==> config.mk <==
export PLATFORM = sky130hd
export DESIGN_NAME = if_prefetch_queue
export DESIGN_NICKNAME = d
export VERILOG_FILES = /design/src/rtl/if_prefetch_queue.sv
export SDC_FILE = /design/constraint.sdc
export NUM_CORES = 1
export LEC_CHECK = 0
export BUFFER_PORTS_ARGS = -buffer_cell sky130_fd_sc_hd__clkbuf_2
export CAP_MARGIN = 20
export CORE_MARGIN = 4
export CORE_UTILIZATION = 60
export CTS_CLUSTER_DIAMETER = 50
export DETAILED_ROUTE_END_ITERATION = 8
export GPL_ROUTABILITY_DRIVEN = 0
export PLACE_DENSITY = 0.87
export SLEW_MARGIN = 20
export SYNTH_ARGS = -nofsm -noshare
export SYNTH_HDL_FRONTEND = slang
export SYNTH_SLANG_ARGS = --single-unit
==> constraint.sdc <==
create_clock -name clk_i -period 6.2 [get_ports clk_i]
set_input_delay 0.62 -clock clk_i [delete_from_list [all_inputs] [get_ports clk_i]]
set_output_delay 0.62 -clock clk_i [all_outputs]
set_load 0.02 [all_outputs]
==> src/rtl/if_prefetch_queue.sv <==
`default_nettype none
// ============================================================================
// Module   : if_prefetch_queue
// Brief    : Sequential instruction prefetch queue feeding the IF/ID register.
//            Optional IFQ_PERF_EN adds an empty-cycle counter port.
// Revision : 1.0 - initial release
// ============================================================================
module if_prefetch_queue #(
    parameter int          DEPTH    = 4,
    parameter logic [31:0] RESET_PC = 32'h0
) (
    input  logic                         clk_i,
    input  logic                         rst_i,
    input  logic                         start_i,
    input  logic                         redirect_i,
    input  logic [31:0]                  redirect_pc_i,
    output logic                         imem_req_o,
    output logic [31:0]                  imem_addr_o,
    input  logic                         imem_ack_i,
    input  logic [31:0]                  imem_data_i,
    input  logic                         deq_i,
    output logic                         valid_o,
    output logic [31:0]                  pc_o,
    output logic [31:0]                  inst_o,
    output logic [$clog2(DEPTH+1)-1:0]   count_o
`ifdef IFQ_PERF_EN
    ,
    output logic [31:0]                  empty_cycles_o
`endif
);

    localparam int PTR_W = $clog2(DEPTH);
    localparam int CNT_W = $clog2(DEPTH+1);

    typedef enum logic [1:0] {
        ST_IDLE = 2'd0,
        ST_REQ  = 2'd1,
        ST_DROP = 2'd2
    } state_t;

    state_t             state_q, state_d;
    logic [31:0]        fetch_pc_q, fetch_pc_d;
    logic [31:0]        addr_q, addr_d;
    logic [PTR_W-1:0]   wr_ptr_q, wr_ptr_d;
    logic [PTR_W-1:0]   rd_ptr_q, rd_ptr_d;
    logic [CNT_W-1:0]   count_q, count_d;
    logic [31:0]        pc_mem_q [DEPTH];
    logic [31:0]        pc_mem_d [DEPTH];
    logic [31:0]        inst_mem_q [DEPTH];
    logic [31:0]        inst_mem_d [DEPTH];
    logic               push;
    logic               pop;

    always_comb begin
        state_d    = state_q;
        fetch_pc_d = fetch_pc_q;
        addr_d     = addr_q;
        wr_ptr_d   = wr_ptr_q;
        rd_ptr_d   = rd_ptr_q;
        count_d    = count_q;
        pc_mem_d   = pc_mem_q;
        inst_mem_d = inst_mem_q;
        push       = 1'b0;

        // Issuing only while count < DEPTH reserves the slot the data will land in.
        unique case (state_q)
            ST_IDLE: begin
                if (start_i && !redirect_i && (count_q < CNT_W'(DEPTH))) begin
                    state_d = ST_REQ;
                    addr_d  = fetch_pc_q;
                end
            end
            ST_REQ: begin
                if (redirect_i) begin
                    state_d = imem_ack_i ? ST_IDLE : ST_DROP;
                end else if (imem_ack_i) begin
                    push    = 1'b1;
                    state_d = ST_IDLE;
                end
            end
            ST_DROP: begin
                if (imem_ack_i) begin
                    state_d = ST_IDLE;
                end
            end
            default: state_d = ST_IDLE;
        endcase

        pop = deq_i && (count_q != '0) && !redirect_i;

        if (redirect_i) begin
            fetch_pc_d = redirect_pc_i;
            count_d    = '0;
            wr_ptr_d   = '0;
            rd_ptr_d   = '0;
        end else begin
            if (push) begin
                pc_mem_d[wr_ptr_q]   = addr_q;
                inst_mem_d[wr_ptr_q] = imem_data_i;
                wr_ptr_d             = wr_ptr_q + PTR_W'(1);
                fetch_pc_d           = fetch_pc_q + 32'd4;
            end
            if (pop) begin
                rd_ptr_d = rd_ptr_q + PTR_W'(1);
            end
            unique case ({push, pop})
                2'b10:   count_d = count_q + CNT_W'(1);
                2'b01:   count_d = count_q - CNT_W'(1);
                default: count_d = count_q;
            endcase
        end
    end

    always_ff @(posedge clk_i) begin
        if (rst_i) begin
            state_q    <= ST_IDLE;
            fetch_pc_q <= RESET_PC;
            addr_q     <= RESET_PC;
            wr_ptr_q   <= '0;
            rd_ptr_q   <= '0;
            count_q    <= '0;
            for (int i = 0; i < DEPTH; i++) begin
                pc_mem_q[i]   <= '0;
                inst_mem_q[i] <= '0;
            end
        end else begin
            state_q    <= state_d;
            fetch_pc_q <= fetch_pc_d;
            addr_q     <= addr_d;
            wr_ptr_q   <= wr_ptr_d;
            rd_ptr_q   <= rd_ptr_d;
            count_q    <= count_d;
            pc_mem_q   <= pc_mem_d;
            inst_mem_q <= inst_mem_d;
        end
    end

    assign imem_req_o  = (state_q != ST_IDLE);
    assign imem_addr_o = addr_q;
    assign valid_o     = (count_q != '0);
    assign pc_o        = valid_o ? pc_mem_q[rd_ptr_q]   : 32'h0;
    assign inst_o      = valid_o ? inst_mem_q[rd_ptr_q] : 32'h0;
    assign count_o     = count_q;

`ifdef IFQ_PERF_EN
    logic [31:0] empty_cycles_q, empty_cycles_d;

    always_comb begin
        empty_cycles_d = empty_cycles_q;
        if (!valid_o && start_i && (empty_cycles_q != 32'hFFFF_FFFF)) begin
            empty_cycles_d = empty_cycles_q + 32'd1;
        end
    end

    always_ff @(posedge clk_i) begin
        if (rst_i) begin
            empty_cycles_q <= '0;
        end else begin
            empty_cycles_q <= empty_cycles_d;
        end
    end

    assign empty_cycles_o = empty_cycles_q;
`endif

endmodule
`default_nettype wire
==> results.py <==
metrics = {
    "power": {
        "power.density_nw_per_um2": 278.9,
        "power.leakage_nw": 5.661,
        "finalPower_w": 0.004524,
        "ir_worst_vdd_v": 0.0001941,
    },
    "die": {
        "start_util_pct": 60.97,
        "dieArea_um2": 26310,
        "rows": 56,
        "core_um2": 23400,
        "ios": 171,
        "die_w_um": 162.2,
        "die_h_um": 162.2,
    },
    "clock_network": {
        "cts_buffers": 37,
        "clock-sinks": 329,
        "cts_buffer_depth": 3,
        "cts_hold_buf": 0,
        "cts_max_level": 2,
        "cts_resized": 0,
        "clock_latency_ps": 510,
        "post_cts_buffers": 0,
        "cts_tree": "done",
        "root_buffer": "clkbuf_16",
        "clk_transition_reported_paths_ps": 60,
    },
    "yosys": {
        "synth_top_family_by_area": "simple AND/OR/NAND/NOR gates",
        "ys_types": 50,
        "syn_inst": 1700,
        "synth_xor_area_share_pct": 0.9822,
        "syn-num-nets": 1777,
        "synthSimpleGateAreaFrac_pct": 24.17,
        "synthAdderAreaFrac_pct": 0.6665,
        "ys_top_cells_by_count": "nand2_1 (595), dfxtp_1 (329), a21oi_1 (296)",
        "synth_compound_area_share_pct": 12.87,
        "synth.area.top_cells": "dfxtp_1 (46%), nand2_1 (16%), a21oi_1 (10%)",
        "synthArstFlopShare_pct": 0,
        "synth_top_area_share_pct": 46.16,
        "ys_seq_elements": 329,
        "yosysMostFrequentCell": "nand2_1",
        "avgSynthCellArea_um2": 8.393,
        "ys_seq_area_share_pct": 46.16,
        "synth-edff-count": 0,
        "muxShareOfSynthArea_pct": 10.32,
        "netlist_area_um2": 14270,
        "yosys_warnings": 0,
        "yosys_most_used_dff": "dfxtp_1",
        "yosys.area.top_type": "dfxtp_1",
    },
    "critical_path": {
        "critical-path-slowest-cell": "dfxtp_4",
        "r2r_start": "count_o[2]$_SDFFE_PP0P_",
        "required_ps": 5580,
        "arrival_ps": 2860,
        "worstPathMaxFanout": 35,
        "critPathBufInv": 2,
        "cp_cell_sequence": "buf_4 > mux4_2 > and2_1 > clkbuf_2",
        "max_stage_delay_ps": 730,
        "worstSetupStartpoint": "rd_ptr_q[0]$_SDFFE_PP0P_",
        "endpoint_kind": "output port",
        "ff2ff_setup_slack_ps": 3280,
        "worst_path_dominant_cell_family": "buffers and inverters",
        "worstSetupPathType": "reg -> out",
        "start_kind": "flop",
    },
    "timing": {
        "finalSetupViolations": 0,
        "fmax_mhz": 287.1,
        "grt_setup_unrepaired": "false",
        "tns_ps": 0,
        "relSlewSlack_pct": 26.86,
        "hold_viol": 0,
        "whs_ps": 362.9,
        "finalCritPeriodShare_pct": 56.18,
        "worst-slew-pin-transition_ps": 1097,
        "finalWorstPathRequiredPeriod_ps": 3483,
        "skew_ps": 16.10,
        "slew_violations": 0,
    },
    "status": {
        "status": "complete, no violations",
    },
    "cells_and_area": {
        "drive_above_1_share_pct": 18.10,
        "syn2layout_area_growth_pct": 13.69,
        "nFillCells": 1841,
        "nNetsFinal": 1859,
        "n_antenna_cell": 0,
    },
    "placed_design": {
        "dp_hpwl_um": 22550,
        "portBuffers": 170,
    },
    "global_route": {
        "track_usage_pct": 29.09,
        "grt_max_degree": 117,
        "grt_pass1_wl_um": 63010,
        "antenna_found_initial": 0,
        "gr-total-overflow": 0,
        "grt_pass1_vias": 12540,
    },
    "drt": {
        "vias": 12730,
        "firstDrtPassIters": 6,
        "initialDrtViolationCount": 1498,
        "drc": 0,
        "wirelength_um": 39020,
        "ant_nets": 0,
        "vias_per_cell": 5.986,
        "wl_per_cell_um": 18.35,
    },
    "min_path": {
        "hold_start": "redirect_pc_i[2]",
        "hold_class": "in -> reg",
    },
    "job": {
        "drv_cap": 0,
    },
}
metal layers:
metal  routed length [um]  vias up  track usage [%]
met5                    0        -                0
met4                 1069        0            10.96
met3                 3263       93            3.781
met2                19140      634            49.16
met1                15550     6078            38.47
li1                     -     5922                -
stage by stage:
stage | cells | worst slack (ps) | util (%) | cell area (um^2)
after floorplan | 1700 | 3885 | - | 14270
after global placement | 2062 | 3265 | 64.10 | 15000
after detailed placement | 2062 | 3155 | 64.10 | 15000
after CTS | 2126 | 2711 | 69.31 | 16220
after global routing | 2126 | 2595 | 69.31 | 16220
final | 2126 | 2717 | 69.31 | 16220
cells in the final DEF (no fill, tap or decap), types with 5 or more instances in the layout:
master	synthesis	routed
clkbuf_1	78	5
and3_1	6	6
xor2_1	6	6
a21oi_1	296	296
a211oi_1	14	14
clkbuf_2	0	169
nor4_1	9	9
nor3_1	6	6
buf_4	0	7
xnor2_1	10	10
a311oi_1	12	12
nand4_1	15	15
nand3_1	11	11
ha_1	6	6
o31ai_1	9	9
nor2_1	35	35
nand2_1	595	591
or4_1	10	10
and2_1	70	65
dfxtp_1	329	327
clkbuf_16	0	37
o21ai_0	7	7
clkbuf_8	4	6
inv_1	15	15
mux4_2	64	64
and4_1	6	6
flip-flops by register name (all words and copies together), names as in the netlist:
| register | cells |
|---|---|
| count_o | 3 |
| fetch_pc_q | 32 |
| imem_addr_o | 32 |
| inst_mem_q | 128 |
| pc_mem_q | 128 |
| rd_ptr_q | 2 |
| state_q | 2 |
| wr_ptr_q | 2 |
cell families (layout without fill, tap and decap cells):
| family | count (synthesis) | count (layout) |
|---|---|---|
| DFF | 329 | 329 |
| buffers and inverters | 150 | 257 |
| AOI/OAI and AO/OA | 343 | 343 |
| xor gates and xnor gates | 16 | 16 |
| adders and majority gates | 7 | 7 |
| and+or+nand+nor | 788 | 788 |
| muxes | 67 | 67 |
worst register-to-register path, delay by kind of cell, from the launching register on:
family	cells	cell delay, ps
buffers and inverters	2	570
AOI/OAI and AO/OA	1	140
DFF	1	450
and+or+nand+nor	3	990
adders and majority gates	2	560
xor gates and xnor gates	1	150
worst paths after layout:
kind                                 to  cells after the start
min reg2reg   pc_mem_q[76]$_SDFFE_PP0P_                      2
max                           inst_o[5]                      4
max reg2reg     count_o[2]$_SDFFE_PP0P_                      9
min          fetch_pc_q[2]$_SDFFE_PP0N_                      3
power breakdown:
part	internal, W	total, W	switching [W]	leakage [nW]
Sequential	0.00214	0.00218	0.0000384	2.66
Clock	0.00131	0.00218	0.000874	0.592
Combinational	0.0000534	0.000168	0.000115	2.41
area by class of cell:
class                           count  area (um^2)  share of cell area [%]
Inverter                           16        60.06                  0.3703
Timing Repair Buffer              177        913.4                   5.631
Sequential cell                   329         6594                   40.65
Clock buffer                       48         1027                   6.333
Multi-Input combinational cell   1221         7036                   43.37
Clock inverter                     16        191.4                   1.180
Tap cell                          319        399.1                   2.461
No activity file was read; power rests on OpenSTA's default activity.
